File: config.mk
export PLATFORM = sky130hd
export DESIGN_NAME = flash_bus_timing_ctrl
export DESIGN_NICKNAME = d
export VERILOG_FILES = /design/src/rtl/flash_kick_pkg.sv /design/src/rtl/flash_sync.sv /design/src/rtl/flash_bus_timing_ctrl.sv
export SDC_FILE = /design/constraint.sdc
export NUM_CORES = 1
export LEC_CHECK = 0
export CAP_MARGIN = 40
export CORE_ASPECT_RATIO = 1.1
export CORE_UTILIZATION = 52
export DETAILED_ROUTE_END_ITERATION = 7
export GPL_TIMING_DRIVEN = 0
export PLACE_DENSITY = 0.89
export SETUP_SLACK_MARGIN = 0.15
export SYNTH_ARGS = -nofsm -noshare
export SYNTH_HDL_FRONTEND = slang
export SYNTH_SLANG_ARGS = --single-unit
File: constraint.sdc
create_clock -name CLK -period 2.37 [get_ports CLK]
set_input_delay 0.237 -clock CLK [delete_from_list [all_inputs] [get_ports CLK]]
set_output_delay 0.237 -clock CLK [all_outputs]
set_load 0.03 [all_outputs]
File: src/rtl/flash_kick_pkg.sv
// Shared definitions for the kickstart/flash bus timing logic.
// Holds the FSM state encoding, the default phase lengths and a helper that
// clamps a phase length so a zero-length phase still lasts one cycle.
package flash_kick_pkg;

  typedef enum logic [2:0] {
    S_IDLE,
    S_RD_WAIT,
    S_RD_DONE,
    S_WR_SETUP,
    S_WR_PULSE,
    S_WR_HOLD,
    S_WR_DONE
  } state_t;

  localparam int DEF_RD_WAIT  = 3;
  localparam int DEF_WR_SETUP = 1;
  localparam int DEF_WR_PULSE = 3;
  localparam int DEF_WR_HOLD  = 1;

  // Number of CLK cycles a phase with parameter value p actually lasts.
  function automatic int phase_len(input int p);
    return (p < 1) ? 1 : p;
  endfunction

endpackage

File: src/rtl/flash_sync.sv
// N-flop synchroniser for a single asynchronous level.
// Ports: clk, rst_n (async, active-low), d (async input), rst_val (value
// loaded into every stage on reset), q (synchronised output).
module flash_sync #(
  parameter int N = 2
) (
  input  logic clk,
  input  logic rst_n,
  input  logic d,
  input  logic rst_val,
  output logic q
);

  logic [N-1:0] sr;

  always_ff @(posedge clk or negedge rst_n) begin
    if (!rst_n) begin
      sr <= {N{rst_val}};
    end else begin
      sr <= {sr[N-2:0], d};
    end
  end

  assign q = sr[N-1];

endmodule

File: src/rtl/flash_bus_timing_ctrl.sv
// Flash strobe / DTACK generator: turns decoded read/write qualifiers plus the
// raw 68000 strobes into CLK-timed FLASH_RD_n, FLASH_WR_n and DTACK.
// Ports: CLK, RESET_n (async active-low), CPU_AS_n/UDS_n/LDS_n (raw bus
// strobes), ACC_RD/ACC_WR (decoder), FLASH_RD_n/FLASH_WR_n ({upper,lower},
// active-low), DTACK_n/DTACK_OE (DTACK value and drive enable), BUSY.
module flash_bus_timing_ctrl
  import flash_kick_pkg::*;
#(
  parameter int SYNC_STAGES = 2,
  parameter int RD_WAIT     = DEF_RD_WAIT,
  parameter int WR_SETUP    = DEF_WR_SETUP,
  parameter int WR_PULSE    = DEF_WR_PULSE,
  parameter int WR_HOLD     = DEF_WR_HOLD,
  parameter int CNT_W       = 4
) (
  input  logic       CLK,
  input  logic       RESET_n,
  input  logic       CPU_AS_n,
  input  logic       UDS_n,
  input  logic       LDS_n,
  input  logic       ACC_RD,
  input  logic       ACC_WR,
  output logic [1:0] FLASH_RD_n,
  output logic [1:0] FLASH_WR_n,
  output logic       DTACK_n,
  output logic       DTACK_OE,
  output logic       BUSY
);

  // Counter load values: a phase of L cycles counts L-1 down to 0.
  localparam logic [CNT_W-1:0] LD_RD = CNT_W'(phase_len(RD_WAIT) - 1);
  localparam logic [CNT_W-1:0] LD_SU = CNT_W'(phase_len(WR_SETUP) - 1);
  localparam logic [CNT_W-1:0] LD_PU = CNT_W'(phase_len(WR_PULSE) - 1);
  localparam logic [CNT_W-1:0] LD_HO = CNT_W'(phase_len(WR_HOLD) - 1);

  logic as_s;

  flash_sync #(.N(SYNC_STAGES)) u_as_sync (
    .clk     (CLK),
    .rst_n   (RESET_n),
    .d       (CPU_AS_n),
    .rst_val (1'b1),
    .q       (as_s)
  );

  state_t           state, nxt_state;
  logic [CNT_W-1:0] cnt, nxt_cnt;
  logic [1:0]       strb, nxt_strb;
  logic             abort, nxt_abort;
  logic             done;
  logic [1:0]       rd_q, wr_q;
  logic             dtack_q, oe_q, busy_q;

  assign done = (cnt == '0);

  always_comb begin
    nxt_state = state;
    nxt_cnt   = cnt;
    nxt_strb  = strb;
    nxt_abort = abort;
    case (state)
      S_IDLE: begin
        nxt_abort = 1'b0;
        // ACC_RD and ACC_WR together is a decode error: no access starts.
        if (!as_s && ACC_RD && !ACC_WR) begin
          nxt_state = S_RD_WAIT;
          nxt_cnt   = LD_RD;
          nxt_strb  = {UDS_n, LDS_n};
        end else if (!as_s && ACC_WR && !ACC_RD) begin
          nxt_state = S_WR_SETUP;
          nxt_cnt   = LD_SU;
          nxt_strb  = {UDS_n, LDS_n};
        end
      end
      S_RD_WAIT: begin
        if (as_s) begin
          nxt_state = S_IDLE;
          nxt_cnt   = '0;
        end else if (done) begin
          nxt_state = S_RD_DONE;
          nxt_cnt   = '0;
        end else begin
          nxt_cnt = cnt - CNT_W'(1);
        end
      end
      S_WR_SETUP: begin
        if (as_s) begin
          nxt_state = S_IDLE;
          nxt_cnt   = '0;
        end else if (done) begin
          nxt_state = S_WR_PULSE;
          nxt_cnt   = LD_PU;
        end else begin
          nxt_cnt = cnt - CNT_W'(1);
        end
      end
      // Once WE has fallen the pulse and hold always complete; an abort is
      // only remembered so the cycle ends without DTACK.
      S_WR_PULSE: begin
        nxt_abort = abort | as_s;
        if (done) begin
          nxt_state = S_WR_HOLD;
          nxt_cnt   = LD_HO;
        end else begin
          nxt_cnt = cnt - CNT_W'(1);
        end
      end
      S_WR_HOLD: begin
        nxt_abort = abort | as_s;
        if (done) begin
          nxt_state = (abort || as_s) ? S_IDLE : S_WR_DONE;
          nxt_cnt   = '0;
        end else begin
          nxt_cnt = cnt - CNT_W'(1);
        end
      end
      S_RD_DONE, S_WR_DONE: begin
        if (as_s) begin
          nxt_state = S_IDLE;
          nxt_cnt   = '0;
        end
      end
      default: begin
        nxt_state = S_IDLE;
        nxt_cnt   = '0;
      end
    endcase
  end

  // State plus outputs registered from the next-state decode.
  always_ff @(posedge CLK or negedge RESET_n) begin
    if (!RESET_n) begin
      state   <= S_IDLE;
      cnt     <= '0;
      strb    <= 2'b11;
      abort   <= 1'b0;
      rd_q    <= 2'b11;
      wr_q    <= 2'b11;
      dtack_q <= 1'b1;
      oe_q    <= 1'b0;
      busy_q  <= 1'b0;
    end else begin
      state   <= nxt_state;
      cnt     <= nxt_cnt;
      strb    <= nxt_strb;
      abort   <= nxt_abort;
      rd_q    <= (nxt_state == S_RD_WAIT || nxt_state == S_RD_DONE) ? nxt_strb : 2'b11;
      wr_q    <= (nxt_state == S_WR_PULSE) ? nxt_strb : 2'b11;
      dtack_q <= !(nxt_state == S_RD_DONE || nxt_state == S_WR_DONE);
      oe_q    <= (nxt_state == S_RD_DONE || nxt_state == S_WR_DONE);
      busy_q  <= (nxt_state != S_IDLE);
    end
  end

  // Read strobe and DTACK drop the instant the CPU releases AS_n; WE is
  // left alone so a write pulse is never cut short.
  assign FLASH_RD_n = rd_q | {2{CPU_AS_n}};
  assign FLASH_WR_n = wr_q;
  assign DTACK_n    = dtack_q | CPU_AS_n;
  assign DTACK_OE   = oe_q & ~CPU_AS_n;
  assign BUSY       = busy_q;

endmodule
==> results of run 1 <==
==> synthesized netlist by cell type, types with 2 or more instances <==
master     n  area (um2)
dfrtp_1   10       250.2
dfstp_2    9       236.5
nor2_1     7       26.28
o21ai_0    7       35.03
inv_1      6       22.52
nand2_1    6       22.52
nand2b_1   4       25.02
nor2b_1    3       18.77
nor3b_1    3       22.52
or2_2      3       18.77
buf_6      2       22.52
ha_1       2       25.02
mux2_2     2       22.52
nand3_1    2       10.01
o21a_1     2       15.01
xor2_1     2       17.52
==> worst paths after layout <==
kind	end	slack, ns	cells past startpoint
worst max-delay path	BUSY	0.50	6
max in group asynchronous	oe_q	1.47	1
worst min-delay path	u_as_sync.sr[1]	0.36	0
worst max register to register	BUSY	0.50	6
worst min register to register	u_as_sync.sr[1]	0.36	0
min in group asynchronous	cnt[1]	0.40	1
==> cells in the final DEF (no fill, tap or decap), drive strengths merged, types with 3 or more instances in the layout <==
cell type and n:
clkbuf 4, nor3b 3, nor2b 3, inv 6
clkdlybuf4s50 13, nand2b 4, dfrtp 10, nand2 6
dfstp 9, or2 3, nor2 7, o21ai 9
buf 3
==> critical path, delay by kind of cell (launching register included) <==
kind	cells	cell delay, ns
and+or+nand+nor	3	0.95
DFF	1	0.42
buffers and inverters	1	0.09
adders and majority gates	1	0.20
AOI/OAI and AO/OA	1	0.10
==> per-stage QoR <==
stage               utilization, %  setup slack [ns]
finish                       69.35            0.4968
global route                 69.35            0.3887
CTS                          69.35            0.4995
detailed placement           67.74            0.5173
global placement             67.74            0.5258
floorplan                        -            0.7309
==> layout make-up <==
cell class	instances	area, um2	share of cell area, %
buffer	3	27.53	2.431
clock buffer	4	26.28	2.320
inverter	6	22.52	1.989
multi-input combinational	61	417.9	36.91
sequential	19	486.7	42.98
tap	17	21.27	1.878
timing repair buffer	13	130.1	11.49
==> report_power, final <==
group | internal [mW] | leakage [nW] | switching (mW)
registers | 0.447 | 0.228 | 0.0521
logic | 0.237 | 0.247 | 0.310
clock network | 0.0654 | 0.0150 | 0.0925
total | 0.749 | 0.490 | 0.455
==> registers in the layout, summed over array words and instances, names as in the netlist <==
signal / flops
u_as_sync.sr: 2
strb: 2
oe_q: 1
dtack_q: 1
rd_q: 2
abort: 1
cnt: 4
BUSY: 1
state: 3
FLASH_WR_n: 2
==> cell families after synthesis <==
family,count (synthesis),share of synthesized area (%)
AOI/OAI and AO/OA,20,14.55
xor gates and xnor gates,2,1.835
muxes,2,2.359
buffers and inverters,9,5.242
DFF,19,50.98
and+or+nand+nor,35,22.41
adders and majority gates,2,2.621
==> routing by layer <==
layer	wire, um	part of all wire, %	global-route usage (%)
met1	773	42	25.37
met2	963	52	38.79
met3	110	5.9	4.615
met4	10	0.54	9.375
met5	0	0	0
==> metrics.txt, run 1 <==
Via density=5.902; Max-Cap Viols=0; Nets=116; Seq/Total Area, Yosys=50.98%; clock latency on the worst-skew pair=0.29 ns; clk_skew=0.003506 ns; final std cell area, no fill=1132 um2; final routed DRC violation total=0; Area after DPL=1106 um2; detailed-route wire length=1858 um; 1st-iter DRT viols=15; Worst EP arrival=2.05 ns; DRT Pass-1 Iters=5; Setup Viol. Count Final=0; Design Power=1.204 mW; fill count=122; Power Dens Cells=1063 nW/um2; PostCTS Resize Cnt=0; Critical Path Start Type=flop; share of layout cells above drive strength 1=23.58%; hold_ws=0.3605 ns; full die area=2012 um2; root buf cell=clkbuf_4; maximum vdd drop=586.3 uV; launch point of the worst reg-to-reg path=cnt[0]; Die H=46.94 um; # rows=15; Routed WL per cell=15.11 um; Main synth FF type=dfrtp_1; final hold vios=0; initial antenna violation count=0; TritonCTS Buffers=3; Pins Over Slew Limit=0; CTS tree=yes; first-pass GRT wire length=3125 um; CP Class=reg -> reg; critical path peak fanout=5; placed cells=119; Mean Syn Cell Area=10.73 um2; fin crit period=1.873 ns; f_max=533.9 MHz; Synth async-reset ratio=100.0%; Clock Sink Count=19; die width=42.86 um; P&R area growth vs syn=18.61%; CP required=2.55 ns; DRT antenna net count=0; Clock Tree Buf Depth=2; I/O pins=14; Netlist cell types=35; Total Routing Usage GR=21.56%; RSZ-0062 raised after global routing=no; Worst Tran Pin Value=0.8055 ns; CORE AREA=1633 um2; final cycle utilization of the critical path=79.04%; Hold Path Class=reg -> reg; # diodes=0; hold bufs inserted after CTS=0; worst hold start=u_as_sync.sr[0]; Slowest-stage cell, CP=dfrtp_1; CP peak stage delay=0.42 ns; global route total overflow=0; crit end category=flop; run status=completed; number of global-route vias before repair=710; H-tree depth=1; largest net degree at the start of global routing=20; synthesized cell area=954.7 um2; CP cell instances=inv_1 -> ha_1 -> or3b_1 -> o211ai_1 -> nand3_1 -> or3_1; Synth Instances=89; Rel. slew slack=46.13%; Starting Density=58.47%; final std cells w/o fill=123; Synthesis Warnings=0; Post-synth EDFFs=0; routed vias=726; P_leak=0.4898 nW; port bufs=13; flip-flop and latch count after synthesis=19; clock slew at reported path FFs=0.10 ns; critical path launch point=cnt[0]; Final GP Congestion=0.7988; Post-Route Setup TNS=0 ns; Setup Fix Bufs, Post-CTS=0; hpwl dp=1344 um; Synth Net Count=98
Note: power is estimated with default switching activity, not from simulation.
==> inputs of run 2 (changes only) <==
--- a/config.mk
+++ b/config.mk
@@ -7,10 +7,10 @@
 export LEC_CHECK = 0
 export CAP_MARGIN = 40
 export CORE_ASPECT_RATIO = 1.1
-export CORE_UTILIZATION = 52
+export CORE_UTILIZATION = 47
 export DETAILED_ROUTE_END_ITERATION = 7
 export GPL_TIMING_DRIVEN = 0
-export PLACE_DENSITY = 0.89
+export PLACE_DENSITY = 0.85
 export SETUP_SLACK_MARGIN = 0.15
 export SYNTH_ARGS = -nofsm -noshare
 export SYNTH_HDL_FRONTEND = slang
==> constraint.sdc (replaced) <==
create_clock -name CLK -period 1.58 [get_ports CLK]
set_input_delay 0.158 -clock CLK [delete_from_list [all_inputs] [get_ports CLK]]
set_output_delay 0.158 -clock CLK [all_outputs]
set_load 0.03 [all_outputs]
==> metrics.txt, run 2 (same netlist as run 1, synthesis figures left out) <==
setup ws final=-0.1434 ns (-0.6402 ns); clock latency on the worst-skew pair=0.29 ns (about the same); hold_ws=0.3087 ns (-0.05180 ns); Rel. slew slack=48.51% (+2.4 points); Total Routing Usage GR=19.49% (-2.1 points); die width=44.97 um (+4.9%); maximum vdd drop=1009 uV (+72%); P&R area growth vs syn=30.67%; Power Dens Cells=1583 nW/um2 (+49%); largest registers=cnt x4, state x3; initial antenna violation count=0 (unchanged); register with the most flip-flops=cnt; # rows=16 (+1); CP Class=reg -> reg; f_max=580.3 MHz (+8.7%); failing checks=negative setup slack; Setup Viol. Count Final=9 (+9); clk_skew=0.004089 ns (+0.0005829 ns); hpwl dp=1325 um (-1.5%); routed vias=704 (-3.0%); placed cells=129 (+8.4%); Nets=121 (+4.3%); Starting Density=51.83% (-6.6 points); CORE AREA=1842 um2 (+13%); commonest non-fill, non-tap cell in the layout=dfrtp_1; Pins Over Slew Limit=0 (unchanged); P_leak=0.5409 nW (+10%); fin crit period=1.723 ns (-0.1498 ns); largest net degree at the start of global routing=20 (unchanged); Via density=5.101 (-14%); I/O pins=14 (unchanged); TritonCTS Buffers=3 (unchanged); final hold vios=0 (unchanged); RSZ-0062 raised after global routing=yes; H-tree depth=1 (unchanged); share of layout cells above drive strength 1=41.44% (+18 points); DRT Pass-1 Iters=4 (-1); Clock Sink Count=19 (unchanged); 1st-iter DRT viols=9 (-6); port bufs=13 (unchanged); Final GP Congestion=0.8137 (+1.9%); final std cells w/o fill=138 (+12%); run status=finished, violations left; max reg flops=4 (unchanged); Max-Cap Viols=0 (unchanged); # diodes=0 (unchanged); Clock Tree Buf Depth=2 (unchanged); final routed DRC violation total=0 (unchanged); Design Power=1.974 mW (+64%); detailed-route wire length=1819 um (-2.1%); Hold Path Class=in -> async; commonest cells after routing, fill and taps aside=dfrtp_1 (10), dfstp_2 (9), nor2_1 (6), clkdlybuf4s50_1 (6), nand2_1 (5); Worst Tran Pin Value=0.7699 ns (-0.03555 ns); final cycle utilization of the critical path=109.1% (+30 points); first-pass GRT wire length=3146 um (+0.67%); full die area=2216 um2 (+10%); DRT antenna net count=0 (unchanged); critical path peak fanout=5 (unchanged); global route total overflow=0 (unchanged); Worst EP arrival=1.90 ns (-0.15 ns); root buf cell=clkbuf_4; crit end category=flop; CP required=1.75 ns (-0.80 ns); Critical Path Start Type=flop; clock slew at reported path FFs=0.10 ns (about the same); fill count=149 (+22%); Routed WL per cell=13.18 um (-13%); post-place setup slack=-0.2373 ns (-0.7546 ns); number of global-route vias before repair=701 (-1.3%); CTS tree=yes; Die H=49.27 um (+5.0%)
[run 2: changes by cell type in the layout (fill, tap and decap cells not counted), sizes merged]
cell,change
clkdlybuf4s50,-7
buf,+6
dlygate4sd2,+4
clkdlybuf4s15,+2
[run 2: path summary, 6_finish.rpt]
check                                      from               to  slack, ns  cells after the start
worst min-delay path                    RESET_n           cnt[1]       0.31                      1
worst max register to register           cnt[1]             BUSY      -0.14                      6
max in group asynchronous               RESET_n             oe_q       0.79                      1
worst max-delay path                     cnt[1]             BUSY      -0.14                      6
min in group CLK                       CPU_AS_n  u_as_sync.sr[0]       0.36                      1
worst min register to register  u_as_sync.sr[0]  u_as_sync.sr[1]       0.37                      0
[run 2: per-layer routing]
metal / wire (um) / GRT usage [%] / vias to the layer above
met5: 0 / 0 / -
met4: 0 / 1.515 / 0
met3: 44 / 5.556 / 0
met2: 990 / 33.82 / 6
met1: 785 / 24.46 / 343
li1: - / - / 355
[run 2: critical path: stages (launching register included)]
cell and delay [ns]:
dfrtp_1 0.41, inv_2 0.08, ha_4 0.14, or3b_4 0.38, o211ai_1 0.11, nand3_2 0.16
or3_1 0.33
[run 2: where the power goes]
group          total (mW)  internal [mW]  leakage [nW]  switching, mW
clock network       0.238         0.0980        0.0150          0.140
registers           0.740          0.670         0.228         0.0693
logic               0.996          0.468         0.298          0.528
[run 2: final cells by class]
cell class,instances,area [um2],share of cell area (%)
multi-input cells,61,486.7,39.02
inverters,6,22.52,1.805
flip-flops and latches,19,486.7,39.02
repair buffers,18,163.9,13.14
plain buffers,3,27.53,2.207
well taps,27,33.78,2.708
clock buffers,4,26.28,2.106
[run 2: metrics by stage]
| stage | cell area (um2) | util, % | TNS, ns |
|---|---|---|---|
| 2_1_floorplan | 954.7 | - | -0.08206 |
| 3_3_place_gp | 1119 | 60.73 | -1.433 |
| 3_5_place_dp | 1119 | 60.73 | -2.116 |
| 4_1_cts | 1190 | 64.61 | -0.7348 |
| 5_1_grt | 1247 | 67.73 | -1.163 |
| 6_report | 1247 | 67.73 | -0.5006 |
[run 2: timing repair]
| action | CTS | global route |
|---|---|---|
| hold buffers | 0 | 0 |
| resized for setup | 21 | 16 |
| pin swaps | 4 | 4 |
| setup endpoints to repair | 20 | 15 |
| buffers inserted | 2 | 3 |
==> inputs of run 3 (changes only) <==
--- a/config.mk
+++ b/config.mk
@@ -6,11 +6,13 @@
 export NUM_CORES = 1
 export LEC_CHECK = 0
 export CAP_MARGIN = 40
-export CORE_ASPECT_RATIO = 1.1
-export CORE_UTILIZATION = 47
+export CELL_PAD_IN_SITES_DETAIL_PLACEMENT = 1
+export CELL_PAD_IN_SITES_GLOBAL_PLACEMENT = 2
+export CORE_ASPECT_RATIO = 1.75
+export CORE_UTILIZATION = 30
 export DETAILED_ROUTE_END_ITERATION = 7
 export GPL_TIMING_DRIVEN = 0
-export PLACE_DENSITY = 0.85
+export PLACE_DENSITY = 0.84
 export SETUP_SLACK_MARGIN = 0.15
 export SYNTH_ARGS = -nofsm -noshare
 export SYNTH_HDL_FRONTEND = slang
==> metrics.txt, run 3 (same netlist as run 1, synthesis figures left out) <==
run status=finished, violations left; failing checks=negative setup slack; Max-Cap Viols=0 (unchanged); RSZ-0062 raised after global routing=yes; # diodes=0 (unchanged); CP Class=reg -> reg; DRT antenna net count=0 (unchanged); P&R area growth vs syn=45.48%; Setup Viol. Count Final=10 (+1); Critical Path Start Type=flop; Die H=76.63 um (+56%); share of layout cells above drive strength 1=49.18% (+7.7 points); 1st-iter DRT viols=11 (+2); Hold Path Class=reg -> reg; max reg flops=4 (unchanged); Total Routing Usage GR=15.93% (-3.6 points); largest registers=cnt x4, state x3; final cycle utilization of the critical path=110.2% (+1.1 points); Worst EP arrival=1.87 ns (-0.03 ns); final hold vios=0 (unchanged); fin crit period=1.741 ns (+0.01743 ns); Clock Sink Count=19 (unchanged); commonest cells after routing, fill and taps aside=buf_4 (14), dfrtp_1 (10), dfstp_2 (9), nor2_1 (7), clkdlybuf4s50_1 (6); CP peak stage delay=0.40 ns (about the same); Pins Over Slew Limit=0 (unchanged); largest net degree at the start of global routing=20 (unchanged); Routed WL per cell=14.08 um (+6.8%); I/O pins=14 (unchanged); Rel. slew slack=45.17% (-3.3 points); first-pass GRT wire length=4008 um (+27%); P_leak=0.6195 nW (+15%); setup ws final=-0.1608 ns (-0.01743 ns); crit end category=flop; Slowest-stage cell, CP=dfrtp_1; CORE AREA=2960 um2 (+61%); Worst Tran Pin Value=0.8198 ns (+0.04990 ns); f_max=574.4 MHz (-1.0%); root buf cell=clkbuf_8; global route total overflow=0 (unchanged); hpwl dp=1647 um (+24%); grt peak-use layer=met2; Clock Tree Buf Depth=2 (unchanged); detailed-route wire length=2309 um (+27%); commonest non-fill, non-tap cell in the layout=buf_4; die width=44.64 um (-0.73%); TritonCTS Buffers=3 (unchanged); CP cell instances=inv_2 -> ha_4 -> and4bb_2 -> o22ai_1 -> a22o_2 -> or3_1; port bufs=13 (unchanged); Via density=4.707 (-7.7%); GR Util met3=2.133% (-3.4 points); full die area=3421 um2 (+54%); # rows=26 (+10); Final GP Congestion=0.7770 (-4.5%); DRT Pass-1 Iters=4 (unchanged); maximum vdd drop=1009 uV (about the same); clock latency on the worst-skew pair=0.25 ns (-0.04 ns); grt met2 use=28.24% (-5.6 points); H-tree depth=1 (unchanged); met1 usage=18.65% (-5.8 points); number of global-route vias before repair=854 (+22%); critical path peak fanout=4 (-1); CTS tree=yes; Crit path max-delay family=simple AND/OR/NAND/NOR gates; initial antenna violation count=0 (unchanged); clk_skew=0.001266 ns (-0.002823 ns); routed vias=772 (+9.7%); Power Dens Cells=1658 nW/um2 (+4.8%); CP bufs+invs=1 (unchanged); hold_ws=0.3590 ns (+0.05023 ns); final routed DRC violation total=0 (unchanged); register with the most flip-flops=cnt; CP required=1.71 ns (-0.04 ns); Starting Density=32.25% (-20 points); Nets=132 (+9.1%); clock slew at reported path FFs=0.07 ns (-0.03 ns); fill count=318 (+110%); Post-Route Setup TNS=-0.6943 ns (-0.1936 ns)
run 3: cell count changes in the layout (fill, tap and decap cells not counted), sizes merged:
cell           before  now
clkdlybuf4s15       2    1
clkbuf              4    3
buf                 9   21
clkinv              0    1
dlygate4sd2         4    3
dlymetal6s2s        0    1
run 3: layer usage:
metal | up-vias | share of wire (%)
met1 | 393 | 38
met4 | 0 | 0.74
met3 | 2 | 1.1
li1 | 371 | -
met5 | - | 0
met2 | 6 | 61
run 3: metrics by stage:
| stage | setup WS, ns | instance area, um2 | utilization, % | power [mW] | std cells |
|---|---|---|---|---|---|
| finish | -0.1608 | 1389 | 46.91 | 2.303 | 164 |
| global route | -0.2322 | 1389 | 46.91 | 2.470 | 164 |
| CTS | -0.1489 | 1308 | 44.17 | 2.161 | 156 |
| detailed placement | -0.2910 | 1137 | 38.42 | 1.590 | 144 |
| global placement | -0.2601 | 1137 | 38.42 | 1.558 | 144 |
| floorplan | -0.05828 | 954.7 | - | 1.329 | 89 |
run 3: worst paths after layout:
kind,start,to,slack (ns),cells after the start
max,cnt[1],BUSY,-0.16,6
max in group asynchronous,RESET_n,cnt[2],0.70,1
min,u_as_sync.sr[0],u_as_sync.sr[1],0.36,0
min reg2reg,u_as_sync.sr[0],u_as_sync.sr[1],0.36,0
max reg2reg,cnt[1],BUSY,-0.16,6
min in group asynchronous,RESET_n,BUSY,0.38,1
run 3: repair_timing:
| item | in CTS | in global routing |
|---|---|---|
| pin swaps | 4 | 5 |
| buffers inserted | 8 | 8 |
| resized for setup | 30 | 14 |
| hold buffers | 0 | 0 |
| endpoints found under the setup margin | 20 | 19 |
| endpoints found under the hold margin | 0 | 0 |
run 3: layout make-up:
type / instances / area [um2] / share of cell area [%]
Sequential cell: 19 / 486.7 / 35.05
Buffer: 3 / 27.53 / 1.982
Inverter: 6 / 22.52 / 1.622
Clock inverter: 1 / 5.005 / 0.3604
Tap cell: 42 / 52.55 / 3.784
Multi-Input combinational cell: 61 / 505.5 / 36.40
Clock buffer: 3 / 41.29 / 2.973
Timing Repair Buffer: 29 / 247.7 / 17.84
run 3: power by group:
part | switching, mW | total [mW] | internal [mW] | leakage [nW]
Sequential | 0.0769 | 0.749 | 0.672 | 0.228
Combinational | 0.604 | 1.22 | 0.612 | 0.366
Clock | 0.163 | 0.338 | 0.175 | 0.0255
Total | 0.844 | 2.30 | 1.46 | 0.619
run 3: worst reg2reg max path: cells and delay by family, from the launching register on:
family | cells | cell delay (ns)
adders and majority gates | 1 | 0.14
and+or+nand+nor | 2 | 0.64
AOI/OAI and AO/OA | 2 | 0.36
DFF | 1 | 0.40
buffers and inverters | 1 | 0.09
